### config.mk
export PLATFORM = sky130hd
export DESIGN_NAME = ex_seq_ctrl
export DESIGN_NICKNAME = d
export VERILOG_FILES = /design/src/rtl/ex_seq_ctrl.sv
export SDC_FILE = /design/constraint.sdc
export NUM_CORES = 1
export LEC_CHECK = 0
export BUFFER_PORTS_ARGS = -buffer_cell sky130_fd_sc_hd__buf_2
export CORE_MARGIN = 5
export CORE_UTILIZATION = 45
export DETAILED_ROUTE_END_ITERATION = 6
export GPL_TIMING_DRIVEN = 0
export PLACE_DENSITY = 0.7
export REMOVE_ABC_BUFFERS = 1
export SYNTH_ARGS = -nofsm -noshare
export SYNTH_HDL_FRONTEND = slang
export SYNTH_SLANG_ARGS = --single-unit
### constraint.sdc
create_clock -name clk_in -period 5.1 [get_ports clk_in]
set_clock_uncertainty 0.2 [all_clocks]
set_input_delay 1.02 -clock clk_in [delete_from_list [all_inputs] [get_ports clk_in]]
set_output_delay 1.02 -clock clk_in [all_outputs]
set_load 0.01 [all_outputs]
### src/rtl/ex_seq_ctrl.sv
// Execute-stage sequencer: single-cycle logic ops, iterative shifts on one shared
// shifter, and a one-entry result register with valid/ready toward MEM.
module ex_seq_ctrl #(
  parameter int DATA_W     = 32,
  parameter int SHIFT_STEP = 1
) (
  input  logic              clk_in,
  input  logic              rst_in,
  input  logic              flush_in,
  input  logic              in_valid,
  output logic              in_ready,
  input  logic [2:0]        op_in,
  input  logic              rdE_in,
  input  logic [4:0]        rdIdx_in,
  input  logic [DATA_W-1:0] rs1Data_in,
  input  logic [DATA_W-1:0] rs2Data_in,
  output logic              out_valid,
  input  logic              out_ready,
  output logic              rdE_out,
  output logic [4:0]        rdIdx_out,
  output logic [DATA_W-1:0] rdData_out,
  output logic              stall_out,
  output logic              busy_out
);

  typedef enum logic [1:0] {S_IDLE, S_SHIFT, S_HOLD} state_t;

  localparam logic [4:0] STEP = 5'(SHIFT_STEP);

  state_t                    state_q, state_d;
  logic signed [DATA_W-1:0]  sh_val_q, sh_val_d;
  logic [4:0]                sh_rem_q, sh_rem_d;
  logic [2:0]                sh_op_q, sh_op_d;
  logic                      sh_rdE_q, sh_rdE_d;
  logic [4:0]                sh_rdIdx_q, sh_rdIdx_d;
  logic                      out_valid_q, out_valid_d;
  logic                      rdE_q, rdE_d;
  logic [4:0]                rdIdx_q, rdIdx_d;
  logic signed [DATA_W-1:0]  rdData_q, rdData_d;

  logic                      accept;
  logic [4:0]                step_amt;
  logic [4:0]                shamt_in;
  logic                      is_shift_in;
  logic signed [DATA_W-1:0]  sh_next;

  function automatic logic signed [DATA_W-1:0] shift_by(
    input logic [2:0]               op,
    input logic signed [DATA_W-1:0] v,
    input logic [4:0]               amt
  );
    case (op)
      3'd3:    return v << amt;
      3'd4:    return v >> amt;
      3'd5:    return v >>> amt;
      default: return v;
    endcase
  endfunction

  // Results that complete in the accept cycle; zero-amount shifts pass rs1 through.
  function automatic logic signed [DATA_W-1:0] direct_result(
    input logic [2:0]               op,
    input logic signed [DATA_W-1:0] a,
    input logic signed [DATA_W-1:0] b
  );
    case (op)
      3'd0:             return a ^ b;
      3'd1:             return a | b;
      3'd2:             return a & b;
      3'd3, 3'd4, 3'd5: return a;
      default:          return '0;
    endcase
  endfunction

  assign out_valid  = out_valid_q;
  assign rdE_out    = rdE_q;
  assign rdIdx_out  = rdIdx_q;
  assign rdData_out = rdData_q;
  assign busy_out   = (state_q == S_SHIFT);
  assign stall_out  = in_valid & ~in_ready;

  always_comb begin
    in_ready    = ~flush_in & ((state_q == S_IDLE) | ((state_q == S_HOLD) & out_ready));
    accept      = in_valid & in_ready;
    shamt_in    = rs2Data_in[4:0];
    is_shift_in = (op_in == 3'd3) | (op_in == 3'd4) | (op_in == 3'd5);
    step_amt    = (sh_rem_q < STEP) ? sh_rem_q : STEP;
    sh_next     = shift_by(sh_op_q, sh_val_q, step_amt);

    state_d     = state_q;
    sh_val_d    = sh_val_q;
    sh_rem_d    = sh_rem_q;
    sh_op_d     = sh_op_q;
    sh_rdE_d    = sh_rdE_q;
    sh_rdIdx_d  = sh_rdIdx_q;
    out_valid_d = out_valid_q;
    rdE_d       = rdE_q;
    rdIdx_d     = rdIdx_q;
    rdData_d    = rdData_q;

    if (flush_in) begin
      state_d     = S_IDLE;
      out_valid_d = 1'b0;
      rdE_d       = 1'b0;
    end else begin
      case (state_q)
        S_SHIFT: begin
          sh_val_d = sh_next;
          sh_rem_d = sh_rem_q - step_amt;
          // The step that consumes the last remaining bits also writes the result.
          if (sh_rem_q == step_amt) begin
            state_d     = S_HOLD;
            out_valid_d = 1'b1;
            rdE_d       = sh_rdE_q;
            rdIdx_d     = sh_rdIdx_q;
            rdData_d    = sh_next;
          end
        end
        S_HOLD: begin
          if (out_ready) begin
            state_d     = S_IDLE;
            out_valid_d = 1'b0;
            rdE_d       = 1'b0;
          end
        end
        default: ;
      endcase

      if (accept) begin
        if (is_shift_in && (shamt_in != 5'd0)) begin
          state_d     = S_SHIFT;
          out_valid_d = 1'b0;
          rdE_d       = 1'b0;
          sh_val_d    = rs1Data_in;
          sh_rem_d    = shamt_in;
          sh_op_d     = op_in;
          sh_rdE_d    = rdE_in & (rdIdx_in != 5'd0);
          sh_rdIdx_d  = rdIdx_in;
        end else begin
          state_d     = S_HOLD;
          out_valid_d = 1'b1;
          rdE_d       = rdE_in & (rdIdx_in != 5'd0);
          rdIdx_d     = rdIdx_in;
          rdData_d    = direct_result(op_in, rs1Data_in, rs2Data_in);
        end
      end
    end
  end

  always_ff @(posedge clk_in) begin
    if (!rst_in) begin
      state_q     <= S_IDLE;
      out_valid_q <= 1'b0;
      rdE_q       <= 1'b0;
      rdIdx_q     <= '0;
      rdData_q    <= '0;
    end else begin
      state_q     <= state_d;
      out_valid_q <= out_valid_d;
      rdE_q       <= rdE_d;
      rdIdx_q     <= rdIdx_d;
      rdData_q    <= rdData_d;
    end
  end

  // Shifter working registers are only meaningful while in SHIFT.
  always_ff @(posedge clk_in) begin
    sh_val_q   <= sh_val_d;
    sh_rem_q   <= sh_rem_d;
    sh_op_q    <= sh_op_d;
    sh_rdE_q   <= sh_rdE_d;
    sh_rdIdx_q <= sh_rdIdx_d;
  end

endmodule

==> results of run 1 <==
## cell type report
type	count	area, um^2	share of cell area (%)
Inverter	75	282	3.39
Multi-Input combinational cell	618	4470	53.8
Timing Repair Buffer	126	773	9.30
Tap cell	216	270	3.25
Clock inverter	5	81.3	0.978
Sequential cell	86	2180	26.2
Clock buffer	11	253	3.04
## metal layers
metal  share of wire [%]  track usage (%)
met2                  45             35.6
met5                   0                0
met4                0.92             4.65
met1                  46             31.4
met3                 7.9             4.78
## logic make-up (layout without fill, tap and decap cells)
family / after synthesis / in the layout
flip-flops: 86 / 86
AO/OA/AOI/OAI: 335 / 335
AND/OR/NAND/NOR: 201 / 201
buffers and inverters: 148 / 217
multiplexers: 13 / 13
XOR/XNOR: 3 / 3
adder cells (fa/ha/maj): 66 / 66
## worst max-delay path, stage by stage
cell	delay, ns
buf_2	0.16
inv_2	0.45
o2111a_1	1.15
nand2_1	0.99
o211ai_1	0.36
a22o_1	0.16
## power by group through the flow
stage,Clock [mW],Sequential (mW),Combinational (mW)
2_1_floorplan,0,0.836,0.255
3_5_place_dp,0,0.841,0.423
3_3_place_gp,0,0.841,0.402
6_report,0.751,0.828,0.425
5_1_grt,0.785,0.833,0.479
4_1_cts,0.757,0.826,0.426
## metrics by stage
stage | std cells | cell area, um^2 | util (%) | setup slack, ns | hold WS (ns)
finish | 1137 | 8310 | 52.5 | 0.873 | 0.275
global route | 1137 | 8310 | 52.5 | 0.633 | 0.299
CTS | 1137 | 8310 | 52.5 | 0.918 | 0.277
detailed placement | 1121 | 7980 | 50.4 | 0.523 | 0.265
global placement | 1114 | 7770 | 49.1 | -1.72 | 0.250
floorplan | 779 | 6910 | - | 0.0677 | 0.282
## registers in the layout, summed over array words and instances, names as in the netlist
register and count:
rdData_out 32, rdE_out 1, rdIdx_out 5, sh_op_q 3, sh_rdE_q 1, sh_rdIdx_q 5, sh_rem_q 5, sh_val_q 32
state_q 2
## worst paths after layout
kind | cells past startpoint | from | slack (ns) | endpoint
max reg2reg | 7 | state_q[1]$_SDFFE_PP0P_ | 1.00 | state_q[1]$_SDFFE_PP0P_
min | 2 | rdE_out$_SDFFE_PP0P_ | 0.27 | rdE_out$_SDFFE_PP0P_
max | 6 | flush_in | 0.87 | rdData_out[23]$_SDFFE_PN0N_
min reg2reg | 2 | rdE_out$_SDFFE_PP0P_ | 0.27 | rdE_out$_SDFFE_PP0P_
## layout by cell type, fill, tap and decap left out, types with 40 or more instances in the layout
cell type and count:
buf_2 119, inv_1 73, nor2_1 70, o21ai_0 70, ha_1 66, nand2_1 61, edfxtp_1 46, a22o_1 43
a211oi_1 43, dfxtp_1 40
==> flow_metrics.env, run 1 <==
export IMPL_clkPwrFrac_pct=37.5
export IMPL_yosysSeqAreaShare_pct=30.2
export IMPL_place_congestion=0.800
export IMPL_cts_tree="done"
export IMPL_ys_top_cells_by_count="inv_1, nor2_1, o21ai_0, ha_1, nand2_1"
export IMPL_grt_overflow_total=0
export IMPL_grt_usage_pct=22.4
export IMPL_dpl_hpwl_mm=13.7
export IMPL_synth_seq_cells=86
export IMPL_die_y_um=137
export IMPL_synth_mux_area_share_pct=1.94
export IMPL_power_density_mw_per_mm2=241
export IMPL_synthAdderAreaFrac_pct=11.4
export IMPL_post_route_drc_count=0
export IMPL_synth_ff_type="edfxtp_1"
export IMPL_clk_path_buf_depth=2
export IMPL_crit_required_ns=5.20
export IMPL_path_clk_slew_ns=0.07
export IMPL_clk_latency_ns=0.36
export IMPL_synth_top_cell_area_share_pct=19.1
export IMPL_vias_per_cell=5.92
export IMPL_core_area_mm2=0.0158
export IMPL_dr_pass1_iters=6
export IMPL_worst_setup_path_start_kind="input port"
export IMPL_ctsResizeCount=0
export IMPL_path_class="input port to register"
export IMPL_wire_per_inst_um=18.1
export IMPL_synth_simple_gate_area_share_pct=13.0
export IMPL_p_seq_share_pct=41.3
export IMPL_yosys_area_top_type="edfxtp_1"
export IMPL_initial_core_util_pct=45.6
export IMPL_cts_setup_buffers=0
export IMPL_synth_compound_area_share_pct=34.8
export IMPL_async_reset_ff_share_pct=0
export IMPL_fin_crit_ns=4.23
export IMPL_fp_row_count=46
export IMPL_port_buffers=119
export IMPL_synth_top_family_by_area="compound AO/OA/AOI/OAI gates"
export IMPL_power_leakage_nw=3.70
export IMPL_synth_most_common_cell="inv_1"
export IMPL_cts_sinks=86
export IMPL_cp_end_kind="register"
export IMPL_fin_tns_setup_ns=0
export IMPL_synth_edff_count=46
export IMPL_root_buffer="clkbuf_16"
export IMPL_comb_power_share_pct=21.2
export IMPL_outcome="completed"
export IMPL_die_area_mm2=0.0187
export IMPL_worstPathArrival_ns=4.33
export IMPL_grt_max_degree=70
export IMPL_fmax_ghz=0.237
export IMPL_synth_area_mm2=0.00722
export IMPL_drv_cap=0
export IMPL_ys_warn_count=0
export IMPL_finish_net_count=1060
export IMPL_drtIter0Drc=550
export IMPL_ir_drop_mv=0.170
export IMPL_tightest_slew_ns=1.32
export IMPL_slew_viol_final=0
export IMPL_area_growth_synth_to_final_pct=15.1
export IMPL_netlist_top_cells_area="edfxtp_1, ha_1, dfxtp_1"
export IMPL_diodes=0
export IMPL_rsz0062_at_grt="no"
export IMPL_sw_frac_of_total_pct=29.1
export IMPL_drtAntennaViolNets=0
export IMPL_hp_class="register to register"
export IMPL_synthXorXnorAreaFrac_pct=0.364
export IMPL_postSynthCellCount=852
export IMPL_htreeDepth=3
export IMPL_postCtsHoldBufs=0
export IMPL_cp_max_fo=31
export IMPL_grt_pass1_vias=6389
export IMPL_grt_antenna_before_repair=0
export IMPL_layout_drive_gt1_share_pct=20.1
export IMPL_route_vias_total=6727
export IMPL_post_route_period_util_pct=82.9
export IMPL_synth_cell_types=63
export IMPL_cts_buffers=9
export IMPL_die_x_um=137
export IMPL_setup_violations=0
export IMPL_drt_total_wl_mm=20.6
export IMPL_p_int_mw=1.42
export IMPL_finalPower_mw=2.00
export IMPL_io_pins=120
export IMPL_max_slew_margin_rel_pct=12.0
export IMPL_syn_avg_cell_area_um2=8.48
export IMPL_grt_pass1_wl_mm=33.4
export IMPL_num_fill_cells=1470
export IMPL_power_switching_mw=0.582
export IMPL_hold_viol=0
Note: power is estimated with default switching activity, not from simulation.
==> run 2, diff against run 1 <==
clock period = 4 ns   (was 5.1 ns; I/O delays follow)
==> run 2 against run 1 <==
Effect of this change:
- sequential power is 28% higher
- worst setup slack got worse by 0.53 ns
- global-route usage is the same
- sequential share of layout area barely moved
- non-clock buffer count is the same
- first-iteration DRC count grew 0.18%
- final cell count unchanged
- wire length shrank 0.10%
- power rose by 27%
- worst hold slack barely moved
- core utilization about the same
- largest cell class unchanged
- largest power group unchanged
- highest routed layer unchanged
==> flow_metrics.env, run 2 (synthesis results as in run 1) <==
export IMPL_outcome="completed"
export IMPL_core_area_mm2=0.0158
export IMPL_fmax_ghz=0.273
export IMPL_diodes=0
export IMPL_grt_antenna_before_repair=0
export IMPL_layout_drive_gt1_share_pct=20.3
export IMPL_fin_crit_ns=3.66
export IMPL_drtIter0Drc=551
export IMPL_placed_cells=1121
export IMPL_slew_viol_final=0
export IMPL_met2_length_mm=9.32
export IMPL_drt_total_wl_mm=20.6
export IMPL_htreeDepth=3
export IMPL_max_slew_margin_rel_pct=11.7
export IMPL_crit_required_ns=4.01
export IMPL_grt_usage_pct=22.4
export IMPL_grt_overflow_total=0
export IMPL_clk_latency_ns=0.36
export IMPL_fp_row_count=46
export IMPL_layoutNonFillerInstCount=1137
export IMPL_io_pins=120
export IMPL_grt_pass1_vias=6389
export IMPL_vias_per_cell=5.90
export IMPL_path_class="register to register"
export IMPL_num_fill_cells=1472
export IMPL_hold_viol=0
export IMPL_cts_buffers=9
export IMPL_power_leakage_nw=3.70
export IMPL_worstPathArrival_ns=3.67
export IMPL_postCtsHoldBufs=0
export IMPL_rsz0062_at_grt="no"
export IMPL_cp_end_kind="register"
export IMPL_post_route_period_util_pct=91.4
export IMPL_place_congestion=0.800
export IMPL_final_common_cell="buf_2"
export IMPL_route_vias_total=6710
export IMPL_die_y_um=137
export IMPL_cts_setup_buffers=0
export IMPL_cts_tree="done"
export IMPL_grt_pass1_wl_mm=33.4
export IMPL_area_growth_synth_to_final_pct=15.1
export IMPL_worst_setup_path_start_kind="register"
export IMPL_tightest_slew_ns=1.33
export IMPL_wl_met1_mm=9.61
export IMPL_dr_wl_met3_mm=1.49
export IMPL_port_buffers=119
export IMPL_hp_class="register to register"
export IMPL_cp_max_fo=28
export IMPL_wire_per_inst_um=18.1
export IMPL_die_area_mm2=0.0187
export IMPL_dr_pass1_iters=5
export IMPL_finish_net_count=1060
export IMPL_dr_max_layer_used="met4"
export IMPL_initial_core_util_pct=45.6
export IMPL_setup_violations=0
export IMPL_drv_cap=0
export IMPL_drtAntennaViolNets=0
export IMPL_ir_drop_mv=0.216
export IMPL_cts_sinks=86
export IMPL_post_route_drc_count=0
export IMPL_dpl_hpwl_mm=13.7
export IMPL_power_density_mw_per_mm2=307
export IMPL_layout_common_cells="buf_2, inv_1, nor2_1, o21ai_0, ha_1"
export IMPL_path_clk_slew_ns=0.07
export IMPL_die_x_um=137
export IMPL_clk_path_buf_depth=2
export IMPL_finalPower_mw=2.55
export IMPL_grt_max_degree=70
export IMPL_root_buffer="clkbuf_16"
run 2: final cells by class:
type	count	area [um^2]	share of cell area (%)
sequential	86	2180	26.2
clock inverter	5	81.3	0.978
tap	216	270	3.25
inverter	75	283	3.40
timing repair buffer	126	773	9.30
multi-input combinational	618	4470	53.8
clock buffer	11	253	3.04
run 2: where the power goes:
part | switching (mW) | internal [mW]
clock network | 0.372 | 0.582
registers | 0.0581 | 0.997
logic | 0.309 | 0.233
total | 0.740 | 1.81
run 2: final timing paths:
kind | startpoint | end | slack [ns] | cells after the start
worst min register to register | rdE_out$_SDFFE_PP0P_ | rdE_out$_SDFFE_PP0P_ | 0.27 | 2
worst min-delay path | rdE_out$_SDFFE_PP0P_ | rdE_out$_SDFFE_PP0P_ | 0.27 | 2
worst max-delay path | state_q[1]$_SDFFE_PP0P_ | state_q[1]$_SDFFE_PP0P_ | 0.34 | 7
worst max register to register | state_q[1]$_SDFFE_PP0P_ | state_q[1]$_SDFFE_PP0P_ | 0.34 | 7
run 2: per-stage QoR:
stage | TNS [ns] | hold slack [ns] | cell area, um^2 | setup slack (ns) | util (%)
after floorplan | -31.24 | 0.282 | 6910 | -0.812 | -
after global placement | -168.42 | 0.250 | 7770 | -2.60 | 49.1
after detailed placement | -7.48 | 0.265 | 7980 | -0.357 | 50.4
after CTS | 0 | 0.277 | 8310 | 0.0378 | 52.5
after global routing | 0 | 0.299 | 8320 | 0.00976 | 52.5
final | 0 | 0.274 | 8320 | 0.343 | 52.5
run 2: timing repair:
action | 4_1_cts | 5_1_grt
gates resized for setup | 1 | 1
pin swaps | 0 | 0
hold endpoints to repair | 0 | 0
setup endpoints to repair | 2 | 23
run 2: routing by layer:
| layer | vias up | GRT usage, % |
|---|---|---|
| met1 | 3217 | 31.4 |
| met3 | 16 | 4.78 |
| met5 | - | 0 |
| li1 | 3260 | - |
| met4 | 0 | 4.65 |
| met2 | 217 | 35.6 |
run 2: critical path, cell delays in order (launching register included):
cell and delay, ns:
dfxtp_1 0.36, nand2b_1 0.75, clkinv_2 0.66, buf_16 0.36, and2_1 0.45, a211oi_1 0.50
a211o_1 0.15, a21oi_1 0.06
==> run 3, diff against run 2 <==
PLACE_DENSITY = 0.73   (was 0.7)
clock period = 3 ns   (was 4 ns; I/O delays follow)
==> run 3 against run 2 <==
Effect of this change:
- via count is 3.3% higher
- largest power group unchanged
- clock power increased by 29%
- cell area is 1.6% higher
- first-iteration DRC count rose by 21%
- non-clock buffer count up 9
- final cell count is 1.2% higher
- wire length rose by 5.4%
==> flow_metrics.env, run 3 (synthesis results as in run 1) <==
export IMPL_initial_core_util_pct=45.6
export IMPL_fmax_ghz=0.343
export IMPL_die_y_um=137
export IMPL_post_route_drc_count=0
export IMPL_worst_r2r_cell_count=5
export IMPL_drtAntennaViolNets=0
export IMPL_post_route_period_util_pct=97.1
export IMPL_drt_total_wl_mm=21.7
export IMPL_cpMaxStageDelayCell="a21oi_4"
export IMPL_place_area_mm2=0.00797
export IMPL_placed_cells=1122
export IMPL_cts_tree="done"
export IMPL_r2r_setup_slack_ns=0.15
export IMPL_drv_cap=0
export IMPL_num_fill_cells=1446
export IMPL_r2r_start="sh_rem_q[4]$_DFFE_PN_"
export IMPL_grt_antenna_before_repair=0
export IMPL_final_area_mm2=0.00845
export IMPL_hp_class="register to register"
export IMPL_cp_max_fo=30
export IMPL_clk_path_buf_depth=2
export IMPL_grt_usage_pct=23.1
export IMPL_path_class="input port to register"
export IMPL_layout_common_cells="buf_2, inv_1, nor2_1, o21ai_0, ha_1"
export IMPL_wire_per_inst_um=18.9
export IMPL_postCtsHoldBufs=0
export IMPL_finish_net_count=1073
export IMPL_outcome="completed"
export IMPL_grt_pass1_vias=6429
export IMPL_worstPathArrival_ns=2.95
export IMPL_drtIter0Drc=668
export IMPL_layout_drive_gt1_share_pct=21.8
export IMPL_crit_required_ns=3.03
export IMPL_grt_max_degree=70
export IMPL_fin_hold_ws_ns=0.270
export IMPL_vias_per_cell=6.02
export IMPL_dr_pass1_iters=5
export IMPL_r2r_end="sh_val_q[9]$_DFFE_PN_"
export IMPL_slew_viol_final=0
export IMPL_fp_row_count=46
export IMPL_layoutNonFillerInstCount=1151
export IMPL_worst_setup_path_start_kind="input port"
export IMPL_power_leakage_nw=3.75
export IMPL_power_density_mw_per_mm2=401
export IMPL_root_buffer="clkbuf_16"
export IMPL_hold_viol=0
export IMPL_path_clk_slew_ns=0.06
export IMPL_rsz0062_at_grt="no"
export IMPL_area_growth_synth_to_final_pct=16.9
export IMPL_route_vias_total=6930
export IMPL_layout_setup_ws_ns=0.0877
export IMPL_cts_buffers=9
export IMPL_tightest_slew_ns=1.18
export IMPL_slowest_delay_ns=0.56
export IMPL_clk_latency_ns=0.34
export IMPL_port_buffers=119
export IMPL_cts_sinks=86
export IMPL_fin_crit_ns=2.91
export IMPL_grt_pass1_wl_mm=34.5
export IMPL_max_slew_margin_rel_pct=21.0
export IMPL_cp_end_kind="register"
export IMPL_setup_violations=0
export IMPL_io_pins=120
export IMPL_post_place_ws_ns=-1.32
export IMPL_htreeDepth=3
export IMPL_path_cells="buf_2, and3b_1, or2_2, a21oi_4, o21ai_0, a22o_1"
export IMPL_core_area_mm2=0.0158
export IMPL_final_common_cell="buf_2"
export IMPL_dpl_hpwl_mm=13.9
export IMPL_die_area_mm2=0.0187
export IMPL_grt_overflow_total=0
export IMPL_ir_drop_mv=0.290
export IMPL_place_congestion=0.802
export IMPL_worstHoldStart="rdData_out[1]$_SDFFE_PN0N_"
export IMPL_whs_path_depth=2
export IMPL_die_x_um=137
export IMPL_hold_end="rdData_out[1]$_SDFFE_PN0N_"
## run 3: cell types whose count changed in the layout (fill, tap and decap cells not counted), moves of 2 or more
cell      previous run  this run
and2_4               0         2
clkbuf_8             2         0
clkinv_2             2         0
buf_4                0         9
clkbuf_1             0         2
buf_12               2         4
buf_16               5         3
## run 3: how the worst max path moves through the flow
stage | from | to | slack [ns] | cells past startpoint
after floorplan | flush_in | sh_val_q[19]$_DFFE_PN_ | -1.61 | 4
after global placement | flush_in | sh_val_q[23]$_DFFE_PN_ | -3.43 | 5
after detailed placement | flush_in | rdData_out[5]$_SDFFE_PN0N_ | -1.32 | 7
after CTS | sh_rem_q[4]$_DFFE_PN_ | state_q[1]$_SDFFE_PP0P_ | 0.04 | 8
after global routing | op_in[1] | rdData_out[17]$_SDFFE_PN0N_ | 0.002 | 7
final | op_in[2] | rdIdx_out[4]$_SDFFE_PN0N_ | 0.09 | 6
## run 3: repair_timing
action | in CTS | in global routing
pin swaps | 2 | 0
gates cloned | 3 | 1
endpoints found under the setup margin | 76 | 26
gates resized for setup | 12 | 5
setup buffers | 2 | 6
## run 3: layer usage
metal  global-route usage [%]  part of all wire [%]  vias up
met1                     32.5                    44     3288
met5                        0                     0        -
li1                         -                     -     3299
met2                     36.3                    45      314
met3                     4.85                   9.4       29
met4                     5.71                   1.4        0
## run 3: layout make-up
cell class                      instances  area, um^2  area share, %
Sequential cell                        86        2180           25.8
Tap cell                              216         270           3.20
Multi-Input combinational cell        622        4560           53.9
Inverter                               75         284           3.36
Clock buffer                           11         233           2.75
Clock inverter                          5        83.8          0.992
Antenna cell                            1        2.50         0.0296
Timing Repair Buffer                  135         836           9.89
## run 3: worst max-delay path: cells and delay by family
family	cells	cell delay, ns
AOI/OAI and AO/OA	3	0.95
buffers and inverters	1	0.53
and+or+nand+nor	2	0.85
## run 3: power by group
part / leakage [nW] / total [mW] / switching [mW] / internal [mW]
Sequential: 0.772 / 1.41 / 0.0770 / 1.33
Clock: 0.146 / 1.23 / 0.499 / 0.734
Combinational: 2.84 / 0.749 / 0.427 / 0.322
Total: 3.75 / 3.39 / 1.00 / 2.39
## run 3: per-stage QoR
stage | setup TNS, ns | power, mW | util (%)
after floorplan | -96.42 | 1.86 | -
after global placement | -239.86 | 2.11 | 49.1
after detailed placement | -66.34 | 2.15 | 50.4
after CTS | 0 | 3.38 | 52.9
after global routing | 0 | 3.55 | 53.4
final | 0 | 3.39 | 53.4
